## src/rtl/bw_io_ddr_mclk_pkg.sv

```systemverilog
// Shared types and constants for the DDR memory-clock pad controller.
// Holds the per-channel state encoding and the preamble/postamble counter width.
package bw_io_ddr_mclk_pkg;

    localparam int CNT_W = 4;
    localparam logic [CNT_W-1:0] CNT_MAX = '1;

    typedef enum logic [1:0] {
        CH_OFF,
        CH_START,
        CH_RUN,
        CH_STOP
    } ch_state_t;

    // The counter saturates so a long preamble can never wrap back to zero.
    function automatic logic [CNT_W-1:0] cnt_inc(input logic [CNT_W-1:0] c);
        return (c == CNT_MAX) ? c : c + 1'b1;
    endfunction

endpackage

```

## src/rtl/bw_io_ddr_mclk_ch.sv

```systemverilog
// One memory-clock pad channel: enable FSM with preamble/postamble counter,
// registered pad controls, and the gated ODT delay line.
module bw_io_ddr_mclk_ch
    import bw_io_ddr_mclk_pkg::*;
#(
    parameter int PRE_CYC  = 4,
    parameter int POST_CYC = 2,
    parameter int ODT_DLY  = 2
) (
    input  logic clk,
    input  logic rst_l,
    input  logic ph,
    input  logic en_req,
    input  logic odt_req,
    output logic pad_data,
    output logic pad_oe,
    output logic pad_odt,
    output logic ch_run,
    output logic in_trans
);

    localparam logic [CNT_W-1:0] PRE_LAST  = CNT_W'(PRE_CYC - 1);
    localparam logic [CNT_W-1:0] POST_LAST = CNT_W'(POST_CYC - 1);

    ch_state_t          state, state_nx;
    logic [CNT_W-1:0]   cnt, cnt_nx;
    logic [ODT_DLY-1:0] odt_pipe, odt_nx;
    logic               oe_nx;

    always_ff @(posedge clk or negedge rst_l) begin
        if (!rst_l) begin
            state    <= CH_OFF;
            cnt      <= '0;
            pad_oe   <= 1'b0;
            pad_data <= 1'b0;
            ch_run   <= 1'b0;
            odt_pipe <= '0;
        end else begin
            state    <= state_nx;
            cnt      <= cnt_nx;
            pad_oe   <= oe_nx;
            pad_data <= (state_nx == CH_RUN) & ~ph;
            ch_run   <= (state_nx == CH_RUN);
            odt_pipe <= odt_nx;
        end
    end

    // RUN is only entered or left after a ph=1 cycle, so every clock high half is complete.
    always_comb begin
        state_nx = state;
        cnt_nx   = cnt;
        case (state)
            CH_OFF: begin
                if (en_req) begin
                    state_nx = CH_START;
                    cnt_nx   = '0;
                end
            end
            CH_START: begin
                cnt_nx = cnt_inc(cnt);
                if (cnt >= PRE_LAST && ph) begin
                    state_nx = CH_RUN;
                    cnt_nx   = '0;
                end
            end
            CH_RUN: begin
                if (!en_req && ph) begin
                    state_nx = CH_STOP;
                    cnt_nx   = '0;
                end
            end
            CH_STOP: begin
                cnt_nx = cnt_inc(cnt);
                if (cnt >= POST_LAST) begin
                    state_nx = CH_OFF;
                    cnt_nx   = '0;
                end
            end
            default: begin
                state_nx = CH_OFF;
                cnt_nx   = '0;
            end
        endcase
    end

    // The last ODT stage is gated with the upcoming oe so termination never fights the driver.
    always_comb begin
        oe_nx     = (state_nx != CH_OFF);
        odt_nx    = '0;
        odt_nx[0] = odt_req;
        for (int k = 1; k < ODT_DLY; k++) begin
            odt_nx[k] = odt_pipe[k-1];
        end
        odt_nx[ODT_DLY-1] = odt_nx[ODT_DLY-1] & ~oe_nx;
    end

    assign pad_odt  = odt_pipe[ODT_DLY-1];
    assign in_trans = (state == CH_START) || (state == CH_STOP);

endmodule

```

## src/rtl/bw_io_ddr_mclk_ctl.sv

```systemverilog
// DDR memory-clock pad control: shared phase bit, NCH channel instances and
// the impedance-code update handshake that waits for all channels to be quiet.
module bw_io_ddr_mclk_ctl
    import bw_io_ddr_mclk_pkg::*;
#(
    parameter int             NCH      = 2,
    parameter int             CBW      = 8,
    parameter int             PRE_CYC  = 4,
    parameter int             POST_CYC = 2,
    parameter int             ODT_DLY  = 2,
    parameter logic [CBW-1:0] RST_CODE = 8'h0F
) (
    input  logic           clk,
    input  logic           rst_l,
    input  logic [NCH-1:0] en_req,
    input  logic [NCH-1:0] odt_req,
    input  logic           upd_req,
    input  logic [CBW-1:0] cbu_in,
    input  logic [CBW-1:0] cbd_in,
    output logic [NCH-1:0] pad_data,
    output logic [NCH-1:0] pad_oe,
    output logic [NCH-1:0] pad_odt,
    output logic [CBW-1:0] cbu,
    output logic [CBW-1:0] cbd,
    output logic           upd_busy,
    output logic           upd_ack,
    output logic [NCH-1:0] ch_run
);

    logic           ph;
    logic [NCH-1:0] ch_trans;
    logic [CBW-1:0] sh_cbu, sh_cbd;

    always_ff @(posedge clk or negedge rst_l) begin
        if (!rst_l) begin
            ph <= 1'b0;
        end else begin
            ph <= ~ph;
        end
    end

    for (genvar i = 0; i < NCH; i++) begin : g_ch
        bw_io_ddr_mclk_ch #(
            .PRE_CYC  (PRE_CYC),
            .POST_CYC (POST_CYC),
            .ODT_DLY  (ODT_DLY)
        ) u_ch (
            .clk      (clk),
            .rst_l    (rst_l),
            .ph       (ph),
            .en_req   (en_req[i]),
            .odt_req  (odt_req[i]),
            .pad_data (pad_data[i]),
            .pad_oe   (pad_oe[i]),
            .pad_odt  (pad_odt[i]),
            .ch_run   (ch_run[i]),
            .in_trans (ch_trans[i])
        );
    end

    // Codes change only while no channel is in a preamble or postamble.
    always_ff @(posedge clk or negedge rst_l) begin
        if (!rst_l) begin
            sh_cbu   <= RST_CODE;
            sh_cbd   <= RST_CODE;
            cbu      <= RST_CODE;
            cbd      <= RST_CODE;
            upd_busy <= 1'b0;
            upd_ack  <= 1'b0;
        end else begin
            upd_ack <= 1'b0;
            if (!upd_busy) begin
                if (upd_req) begin
                    sh_cbu   <= cbu_in;
                    sh_cbd   <= cbd_in;
                    upd_busy <= 1'b1;
                end
            end else if (~|ch_trans) begin
                cbu      <= sh_cbu;
                cbd      <= sh_cbd;
                upd_ack  <= 1'b1;
                upd_busy <= 1'b0;
            end
        end
    end

endmodule

```

## config.mk

```make
export PLATFORM = sky130hd
export DESIGN_NAME = bw_io_ddr_mclk_ctl
export DESIGN_NICKNAME = d
export VERILOG_FILES = /design/src/rtl/bw_io_ddr_mclk_pkg.sv /design/src/rtl/bw_io_ddr_mclk_ch.sv /design/src/rtl/bw_io_ddr_mclk_ctl.sv
export SDC_FILE = /design/constraint.sdc
export NUM_CORES = 1
export LEC_CHECK = 0
export BUFFER_PORTS_ARGS = -buffer_cell sky130_fd_sc_hd__buf_4
export CAP_MARGIN = 20
export CORE_ASPECT_RATIO = 1.75
export CORE_MARGIN = 2
export CORE_UTILIZATION = 45
export DETAILED_ROUTE_END_ITERATION = 10
export PLACE_DENSITY = 0.74
export SYNTH_ARGS = -nofsm -noshare
export SYNTH_HDL_FRONTEND = slang
export SYNTH_SLANG_ARGS = --single-unit
```

## constraint.sdc

```tcl
create_clock -name clk -period 1.7 [get_ports clk]
set_clock_uncertainty 0.1 [all_clocks]
set_input_delay 0.085 -clock clk [delete_from_list [all_inputs] [get_ports clk]]
set_output_delay 0.085 -clock clk [all_outputs]
set_load 0.02 [all_outputs]
```

[Word-level counts from Yosys, hierarchy flattened]
Cells that the tools add are included.
Operators by class
  $add $sub $neg: 2
  order comparisons: 4
  eq/ne operators: 14
  muxes and demuxes: 27
  bitwise logic cells: 9
  reductions and logical operators: 17
Operators by type and width (count)
  2-to-1 mux 4 bit: 10
  one-hot mux 4 bit (4 select lines): 2
  2-to-1 mux 2 bit: 8
  one-hot mux 2 bit (4 select lines): 2
  == test 2 bit, second input constant: 6
  adder 4 x 1 -> 4 bit, second input constant: 2
  == test 4 bit, second input constant: 2
  greater-or-equal comparator 4 x 1 -> 1 bit, second input constant: 2
  greater-or-equal comparator 4 x 2 -> 1 bit, second input constant: 2
  AND reduction 2 bit: 4
  2-to-1 mux 1 bit: 5
  inverter 1 bit: 5
  AND 1 bit: 4
  == test 2 x 1 -> 1 bit, second input constant: 2
  logical AND 1 bit: 4
  logical NOT 2 bit: 2
  != test 2 x 1 -> 1 bit, second input constant: 2
  != test 2 bit, second input constant: 2
  nonzero test 2 bit: 2
  logical NOT 1 bit: 2
  logical OR 1 bit: 2
  OR reduction 2 bit: 1
Storage, ports and cells
  register bits: 57
  input port bits: 23
  output and inout port bits: 26

[Longest topological paths before layout]
Gate-level depths: netlist (run 1).
  word-level depth: 7
  depth in mapped cells: 6
  depth with buffers taken out: 6

[Cells and area by module]
A second synthesis (run 1) with hierarchy kept.
Unflattened totals
  cell total of the unflattened synthesis: 194
  area total of the unflattened synthesis: 2565.0 µm²
By module, submodules not included
  bw_io_ddr_mclk_ctl: instances 1, cells each 76, area each 1373.8 µm², sequential area each 895.9 µm²
  bw_io_ddr_mclk_ch: instances 2, cells each 59, area each 595.6 µm², sequential area each 275.3 µm²

[Least setup slack after synthesis (run 1)]
No wires, ideal clock.
  kind: reg-to-reg
  start point: register g_ch[1].u_ch.cnt[0]
  end point: register g_ch[1].u_ch.state[0]
  arrival time: 1.607 ns
  data required time: 1.536 ns
  path slack: -0.071 ns
  stages on the path, launching flop included: 6
  buffers on the path: 0
  clock period less this slack: 1.771 ns
  cells stage by stage: dfrtp_1 > ha_1 > or4b_4 > or2_2 > o21ai_0 > a221o_2
On the way
  word-level cells in the longest chain between the ends: 4
  elaborated cells on any way between the ends: 6
  classes of those cells: order compare: 2; mux: 3; reduce/logical: 1
RTL lines
  start: declaration: RTL line bw_io_ddr_mclk_ch.sv:26  | logic [CNT_W-1:0] cnt, cnt_nx;
  start signal: assignment: RTL line bw_io_ddr_mclk_ch.sv:40  | cnt <= cnt_nx;
  greater-or-equal comparator 4 x 2 -> 1 bit: RTL line bw_io_ddr_mclk_ch.sv:61  | if (cnt >= PRE_LAST && ph) begin
  logical AND 1 bit: RTL line bw_io_ddr_mclk_ch.sv:61
  2-to-1 mux 2 bit: RTL line bw_io_ddr_mclk_ch.sv:61
  one-hot mux 2 bit (4 select lines) (*): RTL line bw_io_ddr_mclk_ch.sv:52  | case (state)
  via g_ch[1].u_ch.state_nx[0]: RTL line bw_io_ddr_mclk_ch.sv:25  | ch_state_t state, state_nx;
  end signal: assignment: RTL line bw_io_ddr_mclk_ch.sv:39  | state <= state_nx;
  end: declaration: RTL line bw_io_ddr_mclk_ch.sv:25
Mark *: on every way through the listed nets, which the timed path passes. The rest lies on a longest branch.
A chain may end at the register's enable or synchronous reset.

[Final worst setup path (run 1)]
  start point: register g_ch[0].u_ch.cnt[0]
  end point: register g_ch[0].u_ch.cnt[0]
On the way
  word-level cells in the longest chain between the ends: 4
  elaborated cells on any way between the ends: 9
  classes of those cells: add/sub: 1; order compare: 2; eq/ne: 1; mux: 4; reduce/logical: 1
RTL lines
  start: declaration: RTL line bw_io_ddr_mclk_ch.sv:26
  start signal: assignment: RTL line bw_io_ddr_mclk_ch.sv:40
  adder 4 x 1 -> 4 bit (tied with other cells): RTL line bw_io_ddr_mclk_pkg.sv:17  | return (c == CNT_MAX) ? c : c + 1'b1;
  2-to-1 mux 4 bit or logical AND 1 bit (tied branches): RTL line bw_io_ddr_mclk_pkg.sv:17, bw_io_ddr_mclk_ch.sv:61
  2-to-1 mux 4 bit, on equally long branches: RTL line bw_io_ddr_mclk_ch.sv:74, bw_io_ddr_mclk_ch.sv:61
  one-hot mux 4 bit (4 select lines) (*): RTL line bw_io_ddr_mclk_ch.sv:52
Every way passes the cells marked *; elsewhere a longest branch is shown, timed or not.

==> summary.md, run 1 <==
| Metric | Value |
|---|---|
| Core area | `5500 sq um` |
| Setup WS pre-CTS | `-168 ps` |
| Worst slew pin tran | `between 600 and 700 ps` |
| Async set-or-reset flop fraction in the synthesized netlist | `1.00` |
| Primary FF master, synth | `dfrtp_1` |
| Gpl congestion | `0.794` |
| Fin crit share | `1.10` |
| Synthesized net count | `between 200 and 250` |
| Avg Cell Area, Syn | `13.2 sq um` |
| Fin crit period | `approximately 1900 ps` |
| Synth unique cells | `39` |
| Synth warn | `0` |
| Layout cell share with drive strength beyond 1 | `0.565` |
| Iteration-0 DRC Markers | `91` |
| Startpoint types | `flip-flop` |
| Initial antenna violation count | `0` |
| Kind of end point of the critical path | `flip-flop` |
| Hold Vio Cnt, Final | `0` |
| CTS Buf Count | `9` |
| PD cells | `slightly below 2000 nW/um^2` |
| FMAX | `534 MHz` |
| Clock tree root driver cell | `clkbuf_8` |
| Largest net degree at the start of global routing | `58` |
| Overall power | `7.11 mW` |
| Antenna diode count | `0` |
| Run status | `finished with violations` |
| Placement Rows | `36` |
| GR Util All Layers | `0.178` |
| Vias per inst | `4.96` |
| Clock Sinks | `57` |
| Min-delay worst type | `in -> reg` |
| Max-slew violation count | `0` |
| PortBufs | `48` |
| Vias in the first global route | `1772` |
| CTS clk-pin slew, worst paths | `60 ps` |
| H-Tree Depth | `3` |
| Antenna Nets Post-Route | `0` |
| Share of the yosys chip area belonging to registers | `0.572` |
| Bufs on Longest Clock Path | `2` |
| Failing checks | `setup timing` |
| Max-Cap Viols | `0` |
| Post-synth EDFFs | `0` |
| Worst skew pair latency | `330 ps` |
| Worst vdd ir | `between 0.7 and 0.8 mV` |
| Data required, critical path | `1850 ps` |
| Num ports | `49` |
| Final setup fails | `14` |
| P&R area growth vs syn | `42.8%` |
| DRC viols | `0` |
| Post-synth design cell area | `2530 sq um` |
| Flip-flop and latch area | `between 1000 and 1500 sq um` |
| Lkg Pwr | `1.62 nW` |
| Max_slew headroom | `0.547` |
| Post-synthesis register bit count | `57` |
| DR pass1 iterations | `5` |
| Synthesized instance count | `191` |
| Crit-path max FO | `4` |
| Filler instances | `between 300 and 400` |
| WS Path Type | `reg -> reg` |
| Hold_ws | `20.6 ps` |
| WL per Instance | `14.5 um` |
| Layout net count | `309` |
| Area occupied by multi-input gates | `1060 sq um` |
| Vert. Die Dim | `103 um` |
| Crit path DAT | `2020 ps` |
| GRT overflow | `0` |
| RSZ-0062 raised after global routing | `true` |
| DIE AREA | `6260 sq um` |
| First-pass GRT wire length | `7.92 mm` |
| Die W | `roughly 60 um` |
| Starting density of the core | `0.460` |
| DP Wirelength | `3.27 mm` |
| CTS tree | `done` |
| Worst setup margin | `-172 ps` |
| Post-Route WL | `5.25 mm` |
| Via count | `1790` |
[area by class of cell]
| type | count | share of cell area |
|---|---|---|
| clock inverters | 2 | 0.00970 |
| repair buffers | 94 | 0.214 |
| clock buffers | 14 | 0.0478 |
| multi-input cells | 109 | 0.292 |
| well taps | 76 | 0.0263 |
| flip-flops and latches | 57 | 0.400 |
| inverters | 9 | 0.00935 |
[timing repair]
action / CTS / global route
hold endpoints to repair: 61 / 0
pin swaps: 6 / 11
hold buffers: 21 / 0
buffers inserted: 5 / 2
resized for setup: 7 / 17
setup endpoints to repair: 11 / 15
[synthesized netlist by cell type (all sizes together), types with 2 or more instances]
cell | count | area share
nor2 | 11 | 0.016
a22o | 2 | 0.0069
nand3b | 5 | 0.015
mux2i | 2 | 0.013
o21ai | 3 | 0.0059
buf | 14 | 0.039
a211oi | 2 | 0.0059
and3 | 4 | 0.010
a31oi | 12 | 0.030
nand2 | 3 | 0.0045
mux2 | 32 | 0.14
nor2b | 7 | 0.017
ha | 6 | 0.030
inv | 9 | 0.013
and2 | 2 | 0.0059
dfrtp | 41 | 0.41
or4b | 2 | 0.011
dfstp | 16 | 0.17
nor3 | 2 | 0.0040
clkbuf | 2 | 0.0030
[state kept, by name, summed over array words and instances (netlist names)]
signal	count
g_ch.u_ch.odt_pipe	4
sh_cbd	8
g_ch.u_ch.cnt	8
upd_busy	1
upd_ack	1
g_ch.u_ch.ch_run	2
cbu	8
g_ch.u_ch.state	4
ph	1
cbd	8
g_ch.u_ch.pad_oe	2
g_ch.u_ch.pad_data	2
sh_cbu	8
[stage by stage]
stage	util	area (sq um)	std cells	TNS, ps
floorplan	-	2540	191	-160
global placement	0.552	3030	317	-293
detailed placement	0.552	3030	317	-702
CTS	0.636	3500	359	-633
global route	0.657	3610	361	-2130
finish	0.657	3610	361	-1280
[critical path, stage by stage (launching register included)]
cell and delay (ps):
dfrtp_1 410, inv_1 110, ha_4 130, or4b_4 480
mux2i_4 220, a31oi_1 150, mux2i_1 190
[logic make-up after synthesis]
logic type                 after synthesis  share of synthesized area
DFF                                     57                      0.572
muxes                                   35                      0.164
AOI/OAI and AO/OA                       28                     0.0851
adders and majority gates                6                     0.0297
buffers and inverters                   25                     0.0554
and+or+nand+nor                         40                     0.0940
[per-layer routing]
metal / track usage / vias up / share of wire
met1: 0.171 / 877 / 0.38
met5: 0 / - / 0
met2: 0.314 / 56 / 0.54
met3: 0.0647 / 13 / 0.055
met4: 0.100 / 0 / 0.030
li1: - / 844 / -
[power by group]
group	leakage [nW]	switching [mW]	internal (mW)	total, mW
combinational	0.840	1.57	1.81	3.38
clock	0.107	0.499	0.795	1.29
sequential	0.671	0.358	2.08	2.44
total	1.62	2.42	4.69	7.11
[cell usage in the layout, fill, tap and decap left out, drive strengths merged, types with 3 or more instances in the layout]
| cell type | netlist | final |
|---|---|---|
| nand2 | 3 | 3 |
| dlygate4sd3 | 0 | 21 |
| nor2b | 7 | 7 |
| ha | 6 | 6 |
| inv | 9 | 9 |
| nand3b | 5 | 5 |
| mux2 | 32 | 32 |
| dfrtp | 41 | 41 |
| buf | 14 | 73 |
| nor2 | 11 | 11 |
| a31oi | 12 | 12 |
| o21ai | 3 | 3 |
| clkbuf | 2 | 14 |
| and3 | 4 | 4 |
| dfstp | 16 | 16 |
[path summary, 6_finish.rpt]
path                                          startpoint                       end  slack [ps]  cells past startpoint
max in group asynchronous                          rst_l       g_ch[1].u_ch.cnt[3]         810                      2
worst max-delay path                 g_ch[0].u_ch.cnt[0]       g_ch[0].u_ch.cnt[0]        -170                      6
worst min-delay path                           en_req[0]     g_ch[0].u_ch.state[0]          20                      2
worst max register to register       g_ch[0].u_ch.cnt[0]       g_ch[0].u_ch.cnt[0]        -170                      6
worst min register to register  g_ch[1].u_ch.odt_pipe[0]  g_ch[1].u_ch.odt_pipe[1]         360                      1
min in group asynchronous                          rst_l                    cbu[5]         230                      2
Power figures use the tool's default switching activity.
==> run 2, diff against run 1 <==
--- a/config.mk
+++ b/config.mk
@@ -10,8 +10,9 @@
 export CORE_ASPECT_RATIO = 1.75
 export CORE_MARGIN = 2
 export CORE_UTILIZATION = 45
+export CTS_BUF_LIST = sky130_fd_sc_hd__clkbuf_16
 export DETAILED_ROUTE_END_ITERATION = 10
-export PLACE_DENSITY = 0.74
+export PLACE_DENSITY = 0.71
 export SYNTH_ARGS = -nofsm -noshare
 export SYNTH_HDL_FRONTEND = slang
 export SYNTH_SLANG_ARGS = --single-unit
==> constraint.sdc (replaced) <==
create_clock -name clk -period 1.83 [get_ports clk]
set_clock_uncertainty 0.1 [all_clocks]
set_input_delay 0.0915 -clock clk [delete_from_list [all_inputs] [get_ports clk]]
set_output_delay 0.0915 -clock clk [all_outputs]
set_load 0.02 [all_outputs]
==> summary.md, run 2 (synthesis gave the netlist of run 1 again) <==
| Metric | Value |
|---|---|
| Iteration-0 DRC Markers | `66 (was 91)` |
| Max-slew violation count | `0 (unchanged)` |
| Min-delay worst type | `in -> reg (unchanged)` |
| Core area | `5500 sq um (unchanged)` |
| First-pass GRT wire length | `8.20 mm (was 7.92 mm)` |
| Worst vdd ir | `0.768 mV (was 0.732 mV)` |
| Startpoint types | `flip-flop (unchanged)` |
| Post-Route WL | `5.11 mm (was 5.25 mm)` |
| CTS tree | `done (unchanged)` |
| Vias in the first global route | `1766 (was 1772)` |
| Antenna Nets Post-Route | `0 (unchanged)` |
| Most common cell after layout, fill and taps aside | `buf_4 (unchanged)` |
| Max-Cap Viols | `0 (unchanged)` |
| Placement Rows | `36 (unchanged)` |
| Crit-path max FO | `5 (was 4)` |
| DR pass1 iterations | `5 (unchanged)` |
| GR Util All Layers | `0.179 (was 0.178)` |
| Failing checks | `setup timing (unchanged)` |
| Bufs on Longest Clock Path | `2 (unchanged)` |
| Worst slew pin tran | `711 ps (was 680 ps)` |
| Gpl congestion | `0.780 (was 0.794)` |
| PortBufs | `48 (unchanged)` |
| CTS Buf Count | `9 (unchanged)` |
| Vert. Die Dim | `103 um (unchanged)` |
| Part of the power in registers | `0.347 (was 0.343)` |
| Largest net degree at the start of global routing | `58 (unchanged)` |
| Crit path DAT | `1980 ps (was 2020 ps)` |
| Layout net count | `300 (was 309)` |
| Overall power | `6.63 mW (was 7.11 mW)` |
| Die W | `60.7 um (unchanged)` |
| Switching share of total power | `0.329 (was 0.341)` |
| Internal power | `4.45 mW (was 4.69 mW)` |
| Initial antenna violation count | `0 (unchanged)` |
| DRC viols | `0 (unchanged)` |
| P&R area growth vs syn | `40.1% (was 42.8%)` |
| Num ports | `49 (unchanged)` |
| Sw power | `2.18 mW (was 2.42 mW)` |
| CTS clk-pin slew, worst paths | `50 ps (was 60 ps)` |
| Via count | `1727 (was 1790)` |
| Worst setup margin | `-3.05 ps (was -172 ps)` |
| WL per Instance | `14.5 um (about the same)` |
| Worst skew pair latency | `320 ps (was 330 ps)` |
| Hold Vio Cnt, Final | `0 (unchanged)` |
| Lkg Pwr | `1.60 nW (was 1.62 nW)` |
| Clock Sinks | `57 (unchanged)` |
| Vias per inst | `4.91 (was 4.96)` |
| Starting density of the core | `0.460 (unchanged)` |
| PD cells | `1870 nW/um^2 (was 1970 nW/um^2)` |
| DP Wirelength | `3.34 mm (was 3.27 mm)` |
| H-Tree Depth | `3 (unchanged)` |
| Fin crit period | `1830 ps (was 1870 ps)` |
| GRT overflow | `0 (unchanged)` |
| FMAX | `546 MHz (was 534 MHz)` |
| Data required, critical path | `1980 ps (was 1850 ps)` |
| Clk pwr share | `0.240 (was 0.182)` |
| Most frequent cells in the layout | `buf_4 (62), dfrtp_1 (41), mux2_2 (32) (was buf_4 (69), dfrtp_1 (41), mux2_2 (32))` |
| WS Path Type | `reg -> reg (unchanged)` |
| Antenna diode count | `0 (unchanged)` |
| Filler instances | `407 (was 397)` |
| Fin crit share | `1.00 (was 1.10)` |
| Combinational share of power | `0.413 (was 0.475)` |
| Layout cell share with drive strength beyond 1 | `0.518 (was 0.565)` |
| Core Util, Final | `0.645 (was 0.657)` |
| Final setup fails | `1 (was 14)` |
| Max_slew headroom | `0.526 (was 0.547)` |
| DIE AREA | `6260 sq um (unchanged)` |
| Clock tree root driver cell | `clkbuf_16 (was clkbuf_8)` |
| Kind of end point of the critical path | `flip-flop (unchanged)` |
| RSZ-0062 raised after global routing | `true (unchanged)` |
| Run status | `finished with violations (unchanged)` |
==> run 2: cell types whose count changed in the layout (fill, tap and decap cells not counted), moves of 3 or more <==
| cell | change |
|---|---|
| ha_1 | +3 |
| buf_4 | -7 |
| clkbuf_16 | +9 |
| buf_6 | -3 |
| clkbuf_8 | -12 |
| a31oi_4 | -3 |
==> run 2: cell type report <==
class | count | area, sq um | share of cell area
clock inverters | 7 | 62.6 | 0.0176
repair buffers | 85 | 707 | 0.199
flip-flops and latches | 57 | 1450 | 0.408
clock buffers | 9 | 225 | 0.0635
multi-input cells | 109 | 975 | 0.275
inverters | 9 | 33.8 | 0.00953
well taps | 76 | 95.1 | 0.0268
==> run 2: critical path, cell delays in order (launching register included) <==
cell       delay (ps)
dfrtp_1           420
ha_2              200
or4b_4            510
o2bb2ai_4         210
and2_4            180
a32o_1            150
==> run 2: through the flow <==
step / instances / hold WS, ps / worst slack [ps] / setup TNS [ps] / instance area, sq um
6_report: 352 / 52.8 / -3.05 / -3.05 / 3540
5_1_grt: 352 / 57.0 / -74.6 / -344 / 3540
4_1_cts: 350 / 42.6 / -42.4 / -54.2 / 3510
3_5_place_dp: 308 / 88.9 / -55.2 / -152 / 2960
3_3_place_gp: 308 / 78.5 / 19.6 / 0 / 2960
2_1_floorplan: 191 / -304 / 59.0 / 0 / 2530
==> run 2: per-layer routing <==
metal | part of all wire | GRT usage | up-vias
met5 | 0 | 0 | -
met4 | 0.015 | 0.100 | 0
met3 | 0.035 | 0.0398 | 6
met2 | 0.53 | 0.304 | 35
met1 | 0.42 | 0.202 | 861
li1 | - | - | 825
==> run 2: what timing repair did <==
item,4_1_cts,5_1_grt
resized for setup,5,4
cloned,0,0
setup endpoints to repair,7,10
buffers inserted,5,2
hold buffers,21,0
endpoints found under the hold margin,61,0
pin swaps,6,12
==> run 2: final timing paths <==
path                                           from                        to  slack [ps]  depth (start not counted)
hold reg to reg            g_ch[1].u_ch.odt_pipe[0]  g_ch[1].u_ch.odt_pipe[1]         360                          1
hold / removal                            en_req[0]     g_ch[0].u_ch.state[0]          50                          2
setup reg to reg                g_ch[1].u_ch.cnt[0]       g_ch[1].u_ch.cnt[1]          -3                          5
max in group asynchronous                     rst_l     g_ch[0].u_ch.pad_data         880                          2
min in group asynchronous                     rst_l  g_ch[1].u_ch.odt_pipe[1]         270                          2
setup / recovery                g_ch[1].u_ch.cnt[0]       g_ch[1].u_ch.cnt[1]          -3                          5
==> run 2: power groups by stage <==
| stage | combinational [mW] | sequential, mW | clock, mW |
|---|---|---|---|
| global placement | 2.44 | 2.29 | 0 |
| CTS | 2.67 | 2.31 | 1.61 |
| detailed placement | 2.52 | 2.33 | 0 |
| finish | 2.74 | 2.30 | 1.59 |
| global route | 2.98 | 2.38 | 1.67 |
| floorplan | 1.58 | 2.46 | 0 |
